===== config.mk =====
export PLATFORM = sky130hd
export DESIGN_NAME = gcd_job_queue
export DESIGN_NICKNAME = d
export VERILOG_FILES = /design/src/rtl/gcd_pkg.sv /design/src/rtl/gcd_job_fifo.sv /design/src/rtl/gcd_job_queue.sv
export SDC_FILE = /design/constraint.sdc
export NUM_CORES = 1
export LEC_CHECK = 0
export ABC_AREA = 1
export BUFFER_PORTS_ARGS = -buffer_cell sky130_fd_sc_hd__buf_2
export CORE_AREA = 2 2 162 244
export DETAILED_ROUTE_END_ITERATION = 10
export DIE_AREA = 0 0 164 246
export PLACE_DENSITY_LB_ADDON = 0.1
export SLEW_MARGIN = 20
export SYNTH_ARGS = -nofsm -noshare
export SYNTH_HDL_FRONTEND = slang
export SYNTH_SLANG_ARGS = --single-unit

===== constraint.sdc =====
create_clock -name clk -period 4.5 [get_ports clk]
set_clock_uncertainty 0.05 [all_clocks]
set_input_delay 0.45 -clock clk [delete_from_list [all_inputs] [get_ports clk]]
set_output_delay 0.45 -clock clk [all_outputs]
set_load 0.1 [all_outputs]

===== src/rtl/gcd_pkg.sv =====
// gcd_pkg: shared types and constants for the GCD job queue
package gcd_pkg;
  localparam int GCD_W = 32;
  typedef enum logic [2:0] {IDLE, ISSUE, WAIT, HOLD, OUT} gcd_state_e;
  typedef struct packed {
    logic [GCD_W-1:0] a;
    logic [GCD_W-1:0] b;
  } gcd_job_t;
  function automatic logic [GCD_W-1:0] zero_bypass(gcd_job_t j);
    return j.a == '0 ? j.b : j.a;
  endfunction
endpackage


===== src/rtl/gcd_job_fifo.sv =====
// gcd_job_fifo: synchronous FIFO of operand pairs with full/empty flags
module gcd_job_fifo
  import gcd_pkg::*;
#(
  parameter int DEPTH = 4
) (
  input  logic     clk,
  input  logic     rst,
  input  logic     push,
  input  logic     pop,
  input  gcd_job_t wdata,
  output gcd_job_t rdata,
  output logic     full,
  output logic     empty
);
  localparam int AW = $clog2(DEPTH);
  gcd_job_t mem_q [DEPTH];
  logic [AW-1:0] wptr_q, rptr_q;
  logic [AW:0] cnt_q;
  logic do_push, do_pop;
  assign full = cnt_q == (AW+1)'(DEPTH);
  assign empty = cnt_q == '0;
  assign rdata = mem_q[rptr_q];
  assign do_push = push && !full;
  assign do_pop = pop && !empty;
  // pointers and occupancy; a push while full is refused even if a pop happens
  always_ff @(posedge clk or negedge rst) begin
    if (!rst) begin
      wptr_q <= '0;
      rptr_q <= '0;
      cnt_q <= '0;
    end else begin
      if (do_push) wptr_q <= wptr_q + AW'(1);
      if (do_pop) rptr_q <= rptr_q + AW'(1);
      cnt_q <= cnt_q + (AW+1)'(do_push) - (AW+1)'(do_pop);
    end
  end
  // storage needs no reset: entries are only read after being written
  always_ff @(posedge clk) begin
    if (do_push) mem_q[wptr_q] <= wdata;
  end
endmodule


===== src/rtl/gcd_job_queue.sv =====
// gcd_job_queue: buffers GCD jobs and issues them one at a time to gcd_ci
module gcd_job_queue
  import gcd_pkg::*;
#(
  parameter int DEPTH = 4,
  parameter int TAG_W = 4
) (
  input  logic             clk,
  input  logic             rst,
  input  logic             in_valid,
  output logic             in_ready,
  input  logic [31:0]      in_a,
  input  logic [31:0]      in_b,
  output logic             core_start,
  output logic [31:0]      core_dataa,
  output logic [31:0]      core_datab,
  input  logic             core_done,
  input  logic [31:0]      core_result,
  output logic             out_valid,
  input  logic             out_ready,
  output logic [31:0]      out_result,
  output logic [TAG_W-1:0] out_tag,
  output logic             busy
);
  gcd_state_e state_q, state_d;
  logic start_q, start_d, seen_q, seen_d, valid_q, valid_d, pop, full, empty;
  logic [GCD_W-1:0] dataa_q, dataa_d, datab_q, datab_d, result_q, result_d;
  logic [TAG_W-1:0] tag_q, tag_d, tcnt_q, tcnt_d;
  gcd_job_t in_job, head;
  assign in_job = '{a: in_a, b: in_b};
  gcd_job_fifo #(.DEPTH(DEPTH)) u_fifo (
    .clk(clk),
    .rst(rst),
    .push(in_valid),
    .pop(pop),
    .wdata(in_job),
    .rdata(head),
    .full(full),
    .empty(empty)
  );
  assign in_ready = !full;
  assign core_start = start_q;
  assign core_dataa = dataa_q;
  assign core_datab = datab_q;
  assign out_valid = valid_q;
  assign out_result = result_q;
  assign out_tag = tag_q;
  assign busy = !empty || state_q != IDLE || valid_q;
  // job sequencing; seen_q marks that start has been high a full cycle so a stale done is ignored
  always_comb begin
    state_d = state_q;
    start_d = start_q;
    seen_d = 1'b0;
    valid_d = valid_q;
    dataa_d = dataa_q;
    datab_d = datab_q;
    result_d = result_q;
    tag_d = tag_q;
    tcnt_d = tcnt_q;
    pop = 1'b0;
    case (state_q)
      IDLE: if (!empty && !valid_q) begin
        pop = 1'b1;
        dataa_d = head.a;
        datab_d = head.b;
        tag_d = tcnt_q;
        tcnt_d = tcnt_q + TAG_W'(1);
        result_d = zero_bypass(head);
        state_d = (head.a == '0 || head.b == '0) ? HOLD : ISSUE;
      end
      ISSUE: begin
        start_d = 1'b1;
        state_d = WAIT;
      end
      WAIT: begin
        seen_d = 1'b1;
        if (core_done && seen_q) begin
          result_d = core_result;
          start_d = 1'b0;
          seen_d = 1'b0;
          state_d = HOLD;
        end
      end
      HOLD: begin
        valid_d = 1'b1;
        state_d = OUT;
      end
      OUT: if (out_ready) begin
        valid_d = 1'b0;
        state_d = IDLE;
      end
      default: state_d = IDLE;
    endcase
  end
  // state and output registers; reset drops start immediately
  always_ff @(posedge clk or negedge rst) begin
    if (!rst) begin
      state_q <= IDLE;
      start_q <= 1'b0;
      seen_q <= 1'b0;
      valid_q <= 1'b0;
      dataa_q <= '0;
      datab_q <= '0;
      result_q <= '0;
      tag_q <= '0;
      tcnt_q <= '0;
    end else begin
      state_q <= state_d;
      start_q <= start_d;
      seen_q <= seen_d;
      valid_q <= valid_d;
      dataa_q <= dataa_d;
      datab_q <= datab_d;
      result_q <= result_d;
      tag_q <= tag_d;
      tcnt_q <= tcnt_d;
    end
  end
endmodule


==> qor.yml, run 1 <==
yosys:
  yosysTopAreaCell: "edfxtp_1"
  synthArstFlopShare_pct: 31.4
  synthFlopType: "edfxtp_1"
  synth_seq_cells: 373
  synth_area_um2: 15100
  yosys_warnings: 0
  synth_cells: 1432
  synth_enable_flop_cells: 256
  syn_nets: 1541
  synth_top_area_share_pct: 50.9
  synth_area_leaders: "edfxtp_1, dfrtp_1, nand2_1"
  synth_cell_types: 24
  avgSynthCellArea_um2: 10.6
  ys_seq_area_share_pct: 70.2
global_routing:
  grt_max_degree: 69
  grt_pass1_vias: 10426
  overflow: 0
  antenna_found_initial: 8
  grt_use_total_pct: 21.8
  grt_pass1_wl_um: 65100
hold_path:
  holdCritStartpoint: "in_b[22]"
  min_path_type: "in -> reg"
floorplan:
  core_area_um2: 38200
  die_w_um: 164
  die_area_um2: 40300
  die_h_um: 246
  initial_core_util_pct: 39.6
  io_pins: 205
  rows: 88
worst_setup_path:
  path_class: "reg -> reg"
  critPathRequiredTime_ns: 4.93
  r2r_start: "u_fifo.rptr_q[0]$_DFFE_PN0P_"
  crit_path_end: "out_result[22]$_DFFE_PN0P_"
  reg2reg_slack_ns: 0.70
  r2r_cells: 14
  cp-start-kind: "flip-flop"
  r2r-end: "out_result[22]$_DFFE_PN0P_"
  cp.arrival_ns: 4.24
  startpoint: "u_fifo.rptr_q[0]$_DFFE_PN0P_"
  end_kind: "flip-flop"
  cp_max_fo: 37
drt:
  dr.first_iter.drc_count: 762
  antenna_left: 0
  via_per_inst: 5.01
  avgRoutedWirePerCell_um: 20.2
  drtPass1Iterations: 5
  wl_um: 43400
  vias: 10786
  drc: 0
sta:
  tightest_slew_ns: 0.968
  setup_viol: 0
  hold_viol: 0
  setup_slack_ns: 0.696
  fin_crit_sh_pct: 84.5
  fmax_mhz: 263
  relSlewSlack_pct: 35.5
  grt_setup_unrepaired: "no"
  period_needed_ns: 3.80
  slew_viol_final: 0
clock_tree:
  cts_max_path_buffers: 3
  path_clk_slew_ns: 0.06
  htree_levels: 2
  insertion_delay_ns: 0.54
  cts_root_buf: "clkbuf_16"
  clkSinkCount: 373
  cts-buffers-inserted: 37
  cts_tree: "built"
final_layout:
  nets: 1735
  drive_gt1_share_pct: 18.4
  syn2layout_area_growth_pct: 19.6
  postLayoutCellArea_um2: 18100
pwr:
  cellPowerDensity_nw_per_um2: 488
  p_clk_share_pct: 40.0
  p_comb_share_pct: 11.2
  netSwitchingFraction_pct: 24.9
  internal_power_w: 0.00663
  p_seq_share_pct: 48.8
  switching_power_w: 0.00219
  p_leak_nw: 8.10
  ir_drop_v: 0.000334
placed_design:
  place_ws_ns: 0.674
  routabilityCongestion: 0.785
  hpwlAfterDp_um: 28900
  place_area_um2: 16700
  io_buffers: 204
outcome:
  outcome: "finished, final reports clean"
run:
  drv_cap: 0
-- cell usage after synthesis (2+ instances only) --
cell type	count
inv_2	2
buf_2	20
edfxtp_1	256
buf_4	6
xor2_1	4
o21ai_0	67
nand3_1	196
xnor2_1	3
dfrtp_1	117
nor2_4	2
buf_1	17
nand2_1	546
clkbuf_1	33
ha_1	7
nor3_1	2
nor2_1	95
inv_1	52
-- critical path, cell delays in order, from the launching register on --
cell and delay (ns):
dfrtp_4 0.64, clkinv_2 0.53, buf_4 0.42, nand2_1 0.09, nand3_1 0.06, nand2_1 0.21, nand2_1 0.08, nor2_1 0.09
nand2_1 0.10, nor2_4 0.66, buf_4 0.27, nand3_1 0.14, nand3_1 0.26, nand2_1 0.08, nand2_1 0.06
-- per-stage QoR --
stage                     TNS, ns  cells  total power (W)  hold slack [ns]  util (%)
after global routing            0   2151          0.00917           0.0643      47.3
after floorplan            -67.53   1432          0.00493            0.104         -
after CTS                       0   2150          0.00891           0.0566      47.3
final                           0   2152          0.00882           0.0713      47.3
after global placement          0   2081          0.00538            0.404      43.6
after detailed placement        0   2081          0.00540            0.403      43.6
-- cell families (layout without fill, tap and decap cells) --
logic type / after synthesis / after routing / synth area share, %
other: 0 / 2 / 0
AO/OA/AOI/OAI: 70 / 70 / 2.37
buffers and inverters: 131 / 354 / 3.57
flip-flops: 373 / 373 / 70.2
AND/OR/NAND/NOR: 843 / 843 / 22.7
XOR/XNOR: 7 / 7 / 0.406
adder cells (fa/ha/maj): 8 / 8 / 0.712
-- power groups by stage --
stage | Sequential (W) | Clock, W | Combinational, W
3_5_place_dp | 0.00438 | 0 | 0.00102
6_report | 0.00431 | 0.00353 | 0.000990
3_3_place_gp | 0.00438 | 0 | 0.00101
4_1_cts | 0.00431 | 0.00358 | 0.00102
2_1_floorplan | 0.00441 | 0 | 0.000521
5_1_grt | 0.00435 | 0.00372 | 0.00110
-- timing repair --
action / in CTS / in global routing
resized for setup: 0 / 0
endpoints found under the hold margin: 38 / 0
hold buffers: 1 / 0
buffers inserted: 0 / 0
-- registers in the layout (all words and copies together), names as in the netlist --
register / cells
core_dataa: 32
core_datab: 32
core_start: 1
out_result: 32
out_tag: 4
out_valid: 1
seen_q: 1
state_q: 3
tcnt_q: 4
u_fifo.cnt_q: 3
u_fifo.mem_q: 256
u_fifo.rptr_q: 2
u_fifo.wptr_q: 2
-- worst min path at each step --
stage	cells after the start	slack, ns	endpoint
global route	1	0.06	u_fifo.mem_q[2][22]$_DFFE_PP_
finish	1	0.07	u_fifo.mem_q[2][22]$_DFFE_PP_
CTS	1	0.06	u_fifo.mem_q[0][49]$_DFFE_PP_
global placement	2	0.40	out_tag[1]$_DFFE_PN0N_
detailed placement	2	0.40	out_tag[1]$_DFFE_PN0N_
floorplan	0	0.10	core_dataa[0]$_DFFE_PN0N_
-- layout by cell type (no fill, tap or decap), drive strengths merged --
master,count
buf,230
a32o,1
fa,1
nand3,196
clkbuf,46
inv,55
bufinv,10
a211oi,1
a21oi,1
clkinvlp,2
nand2,546
dlygate4sd3,1
nor2,97
xor2,4
o21ai,67
dfrtp,117
nor3,2
or2,1
nand4,1
diode,2
edfxtp,256
clkinv,10
xnor2,3
ha,7
-- cell type report --
class | instances | area, um2
multi-input cells | 928 | 4000
flip-flops and latches | 373 | 10600
fillers | 3509 | 20100
well taps | 495 | 619
diodes | 2 | 5.00
clock inverters | 22 | 367
clock buffers | 46 | 1020
repair buffers | 231 | 1230
inverters | 55 | 210
-- per-layer routing --
metal	wire length (um)	vias up	part of all wire, %	global-route usage [%]
li1	-	5153	-	-
met1	17600	5202	41	27.5
met2	21700	330	50	37.1
met3	2410	91	5.6	3.74
met4	1630	10	3.7	8.64
met5	57	-	0.13	0
Power figures use the tool's default switching activity.
==> run 2: changes to the inputs <==
ABC_AREA = 0   (was 1)
CORE_AREA = 2 2 160 240   (was 2 2 162 244)
DIE_AREA = 0 0 162 242   (was 0 0 164 246)
clock period = 3.4 ns   (was 4.5 ns; I/O delays follow)
==> qor.yml, run 2 <==
outcome:
  outcome: "finished, final reports clean"
yosys:
  yosysTopAreaCell: "edfxtp_1"
  synthArstFlopShare_pct: 31.4
  synth_area_um2: 14600
  synth_xor_area_share_pct: 0.479
  synthMuxAreaShare_pct: 9.86
  synth_seq_cells: 373
  synth-compound-area-share_pct: 3.46
  synth_fa_ha_area_share_pct: 0.736
  synth_cells: 934
  synthFlopType: "edfxtp_1"
  netlist_top_cells_count: "edfxtp_1, nand2_1, dfrtp_1, nor2_1, mux4_2"
  synth_top_family_by_area: "simple AND/OR/NAND/NOR gates"
  avgSynthCellArea_um2: 15.7
  synth_enable_flop_cells: 256
  syn_nets: 1043
  synth_top_area_share_pct: 52.6
  ys_seq_area_share_pct: 72.6
  yosys_warnings: 0
  synth_area_leaders: "edfxtp_1, dfrtp_1, mux4_2"
  synth_most_common_cell: "edfxtp_1"
  synthSimpleGateAreaFrac_pct: 10.2
  synth_cell_types: 33
final_layout:
  diodes: 0
  fill_cells: 3288
  final_cell_mix: "edfxtp_1, buf_2, nand2_1"
  seq_area_um2: 10600
  largest_reg_flops: 256
  layout_commonest_cell: "edfxtp_1"
  multi_input_area_um2: 3640
  largest_register: "u_fifo.mem_q"
  drive_gt1_share_pct: 31.3
  syn2layout_area_growth_pct: 24.5
  nets: 1322
drt:
  drtPass1Iterations: 5
  via_per_inst: 5.04
  vias: 8717
  dr.first_iter.drc_count: 667
  avgRoutedWirePerCell_um: 22.8
  drc: 0
  wl_um: 39500
  antenna_left: 0
worst_setup_path:
  cp-start-kind: "flip-flop"
  startpoint: "u_fifo.rptr_q[0]$_DFFE_PN0P_"
  cp.arrival_ns: 3.63
  end_kind: "flip-flop"
  r2r_cells: 7
  cp_max_fo: 20
  r2r_start: "u_fifo.rptr_q[0]$_DFFE_PN0P_"
  r2r-end: "out_result[21]$_DFFE_PN0P_"
  critPathRequiredTime_ns: 3.79
  reg2reg_slack_ns: 0.16
  path_class: "reg -> reg"
floorplan:
  die_area_um2: 39200
  core_area_um2: 37200
  die_w_um: 162
  initial_core_util_pct: 39.3
  rows: 87
  io_pins: 205
  die_h_um: 242
clock_tree:
  cts_root_buf: "clkbuf_16"
  cts-buffers-inserted: 37
  cts-resized-gates: 0
  insertion_delay_ns: 0.54
  clkSinkCount: 373
  cts_max_path_buffers: 3
  htree_levels: 2
  cts_tree: "built"
  path_clk_slew_ns: 0.06
global_routing:
  grt_max_degree: 65
  overflow: 0
  grt_use_total_pct: 20.3
  grt_pass1_vias: 9115
  antenna_found_initial: 0
  grt_pass1_wl_um: 58500
hold_path:
  holdCritStartpoint: "in_a[11]"
  holdPathEnd: "u_fifo.mem_q[2][43]$_DFFE_PP_"
  hold-path-cell-count: 1
  min_path_type: "in -> reg"
sta:
  fmax_mhz: 309
  fin_tns_setup_ns: 0
  slew_viol_final: 0
  fin_crit_sh_pct: 95.2
  setup_viol: 0
  grt_setup_unrepaired: "no"
  period_needed_ns: 3.24
  relSlewSlack_pct: 42.1
  hold_viol: 0
  tightest_slew_ns: 0.868
  setup_slack_ns: 0.162
placed_design:
  io_buffers: 204
  routabilityCongestion: 0.791
  place_ws_ns: 0.180
  hpwlAfterDp_um: 27300
run:
  drv_cap: 0
-- run 2: worst max path at each step --
stage	cells past startpoint	end	slack, ns
after floorplan	3	u_fifo.mem_q[0][0]$_DFFE_PP_	0.05
after global placement	7	out_result[21]$_DFFE_PN0P_	0.22
after detailed placement	7	out_result[21]$_DFFE_PN0P_	0.18
after CTS	7	out_result[21]$_DFFE_PN0P_	0.16
after global routing	7	out_result[20]$_DFFE_PN0P_	0.005
final	7	out_result[21]$_DFFE_PN0P_	0.16
-- run 2: layout make-up --
type,count,area share (%)
clock inverter,19,1.18
clock buffer,49,5.73
tap,489,3.36
multi-input combinational,471,20.0
timing repair buffer,289,10.6
sequential,373,58.3
inverter,41,0.845
-- run 2: cells by family after synthesis --
group / count (synthesis)
buf+inv: 90
fa+ha+maj: 8
xor+xnor: 8
mux: 64
flops: 373
compound gates: 74
simple gates: 317
-- run 2: repair_timing --
item / 4_1_cts / 5_1_grt
hold endpoints to repair: 291 / 0
hold buffers: 61 / 0
setup buffers: 0 / 0
-- run 2: stage by stage --
stage          instances  utilization [%]  instance area [um2]  hold slack, ns
6_report            1731             48.9                18200          0.0145
5_1_grt             1731             48.9                18200          0.0142
4_1_cts             1731             48.9                18200         0.00285
3_5_place_dp        1602             43.9                16300           0.410
3_3_place_gp        1602             43.9                16300           0.405
2_1_floorplan        934                -                14600        -0.00559
-- run 2: critical path: stages (launching register included) --
cell,delay (ns)
dfrtp_4,0.70
buf_12,0.20
mux4_2,0.55
nor4_1,0.62
nand4_1,0.22
buf_4,0.28
o31a_1,0.31
nor3_1,0.20
-- run 2: layer usage --
metal,up-vias,global-route usage (%),wire length [um]
met5,-,0,0
met4,0,6.14,1040
met3,56,2.98,1500
met2,216,35.5,20400
met1,4435,26.3,16600
li1,4010,-,-
Power of run 2 is not shown: default switching activity piles up to over one toggle a cycle in this logic, so the estimate is an artifact.
==> run 3: changes to the inputs <==
CORE_AREA = 2 2 195 197   (was 2 2 160 240)
CTS_BUF_LIST = sky130_fd_sc_hd__clkbuf_16   (was not set)
CTS_CLUSTER_DIAMETER = 40   (was not set)
DIE_AREA = 0 0 197 199   (was 0 0 162 242)
==> qor.yml, run 3 (same netlist as run 2, synthesis figures left out) <==
final_layout:
  syn2layout_area_growth_pct: 31.6
  drive_gt1_share_pct: 32.9
  fill_cells: 3189
  nets: 1376
  seq_area_um2: 10600
  final_cell_mix: "edfxtp_1, buf_2, nand2_1"
  largest_reg_flops: 256
  multi_input_area_um2: 3640
  largest_register: "u_fifo.mem_q"
  layout_commonest_cell: "edfxtp_1"
sta:
  hold_viol: 0
  fmax_mhz: 325
  setup_viol: 0
  slew_viol_final: 0
  tightest_slew_ns: 0.967
  period_needed_ns: 3.08
  relSlewSlack_pct: 35.6
  fin_crit_sh_pct: 90.5
  grt_setup_unrepaired: "no"
  fin_tns_setup_ns: 0
global_routing:
  grt_max_degree: 90
  overflow: 0
  grt_use_total_pct: 21.4
  grt_pass1_wl_um: 60700
  antenna_found_initial: 2
  grt_pass1_vias: 9435
floorplan:
  rows: 71
  die_h_um: 199
  die_w_um: 197
  io_pins: 205
  core_area_um2: 37100
  die_area_um2: 39200
  initial_core_util_pct: 39.4
drt:
  drc: 0
  vias: 9112
  avgRoutedWirePerCell_um: 23.0
  wl_um: 41200
  via_per_inst: 5.09
  dr.first_iter.drc_count: 599
  drtPass1Iterations: 5
  antenna_left: 0
clock_tree:
  cts_root_buf: "clkbuf_16"
  cts-resized-gates: 0
  clkSinkCount: 373
  cts-buffers-inserted: 56
  cts_setup_buffers: 0
  hold_buffers: 94
  htree_levels: 2
  cts_max_path_buffers: 3
  cts_tree: "built"
  insertion_delay_ns: 0.59
  path_clk_slew_ns: 0.06
worst_setup_path:
  r2r_cells: 7
  path_class: "reg -> reg"
  cp_max_fo: 33
  cp-start-kind: "flip-flop"
  end_kind: "flip-flop"
  critPathRequiredTime_ns: 3.85
  cp.arrival_ns: 3.53
hold_path:
  min_path_type: "in -> reg"
  hold-path-cell-count: 3
placed_design:
  hpwlAfterDp_um: 27600
  io_buffers: 204
  routabilityCongestion: 0.769
outcome:
  outcome: "finished, final reports clean"
run:
  drv_cap: 0
run 3: changes by cell type in the layout (fill, tap and decap cells not counted), moves of 3 or more:
cell           previous run  this run
clkbuf_16                39        60
dlygate4sd3_1            61        94
clkbuf_1                  7         0
clkbuf_8                  3         0
clkinvlp_4                4        11
clkinv_4                  1         7
inv_6                     2         6
run 3: area by class of cell:
type,instances,share of cell area (%)
Tap cell,474,3.08
Multi-Input combinational cell,471,18.9
Antenna cell,1,0.0130
Timing Repair Buffer,324,11.8
Clock inverter,46,2.46
Clock buffer,60,7.80
Inverter,41,0.799
Sequential cell,373,55.2
run 3: metal layers:
metal	wire [um]	part of all wire (%)	global-route usage (%)	up-vias
met5	7	0.017	0	-
met4	785	1.9	6.32	2
met3	2270	5.5	4.19	62
met2	19500	47	33.8	273
met1	18600	45	30.2	4616
li1	-	-	-	4159
run 3: metrics by stage:
stage / util (%) / hold WS (ns) / instance area (um2) / setup WS, ns / std cells
2_1_floorplan: - / -0.00559 / 14600 / 0.0465 / 934
3_3_place_gp: 44.0 / 0.354 / 16300 / 0.366 / 1589
3_5_place_dp: 44.0 / 0.365 / 16300 / 0.367 / 1589
4_1_cts: 51.8 / 0.00524 / 19300 / 0.337 / 1789
5_1_grt: 51.8 / 0.0217 / 19300 / 0.197 / 1790
6_report: 51.8 / 0.0268 / 19300 / 0.323 / 1790
run 3: critical path, stage by stage, from the launching register on:
cell and delay, ns:
dfrtp_4 0.55, buf_12 0.23, mux4_2 0.55, nor4_1 0.58, nand4_2 0.18, buf_4 0.30, o31a_1 0.35, nor3_2 0.17
run 3: worst paths after layout:
path                                                endpoint  slack, ns                    startpoint
worst min-delay path              out_result[20]$_DFFE_PN0P_       0.03               core_result[20]
min in group asynchronous         core_dataa[25]$_DFFE_PN0N_       0.29                           rst
worst max register to register    out_result[23]$_DFFE_PN0P_       0.32  u_fifo.rptr_q[0]$_DFFE_PN0P_
worst min register to register    core_dataa[22]$_DFFE_PN0N_       0.42    core_dataa[22]$_DFFE_PN0N_
worst max-delay path              out_result[23]$_DFFE_PN0P_       0.32  u_fifo.rptr_q[0]$_DFFE_PN0P_
max in group asynchronous       u_fifo.wptr_q[1]$_DFFE_PN0P_       2.17                           rst
Power of run 3 is left out for the same reason.
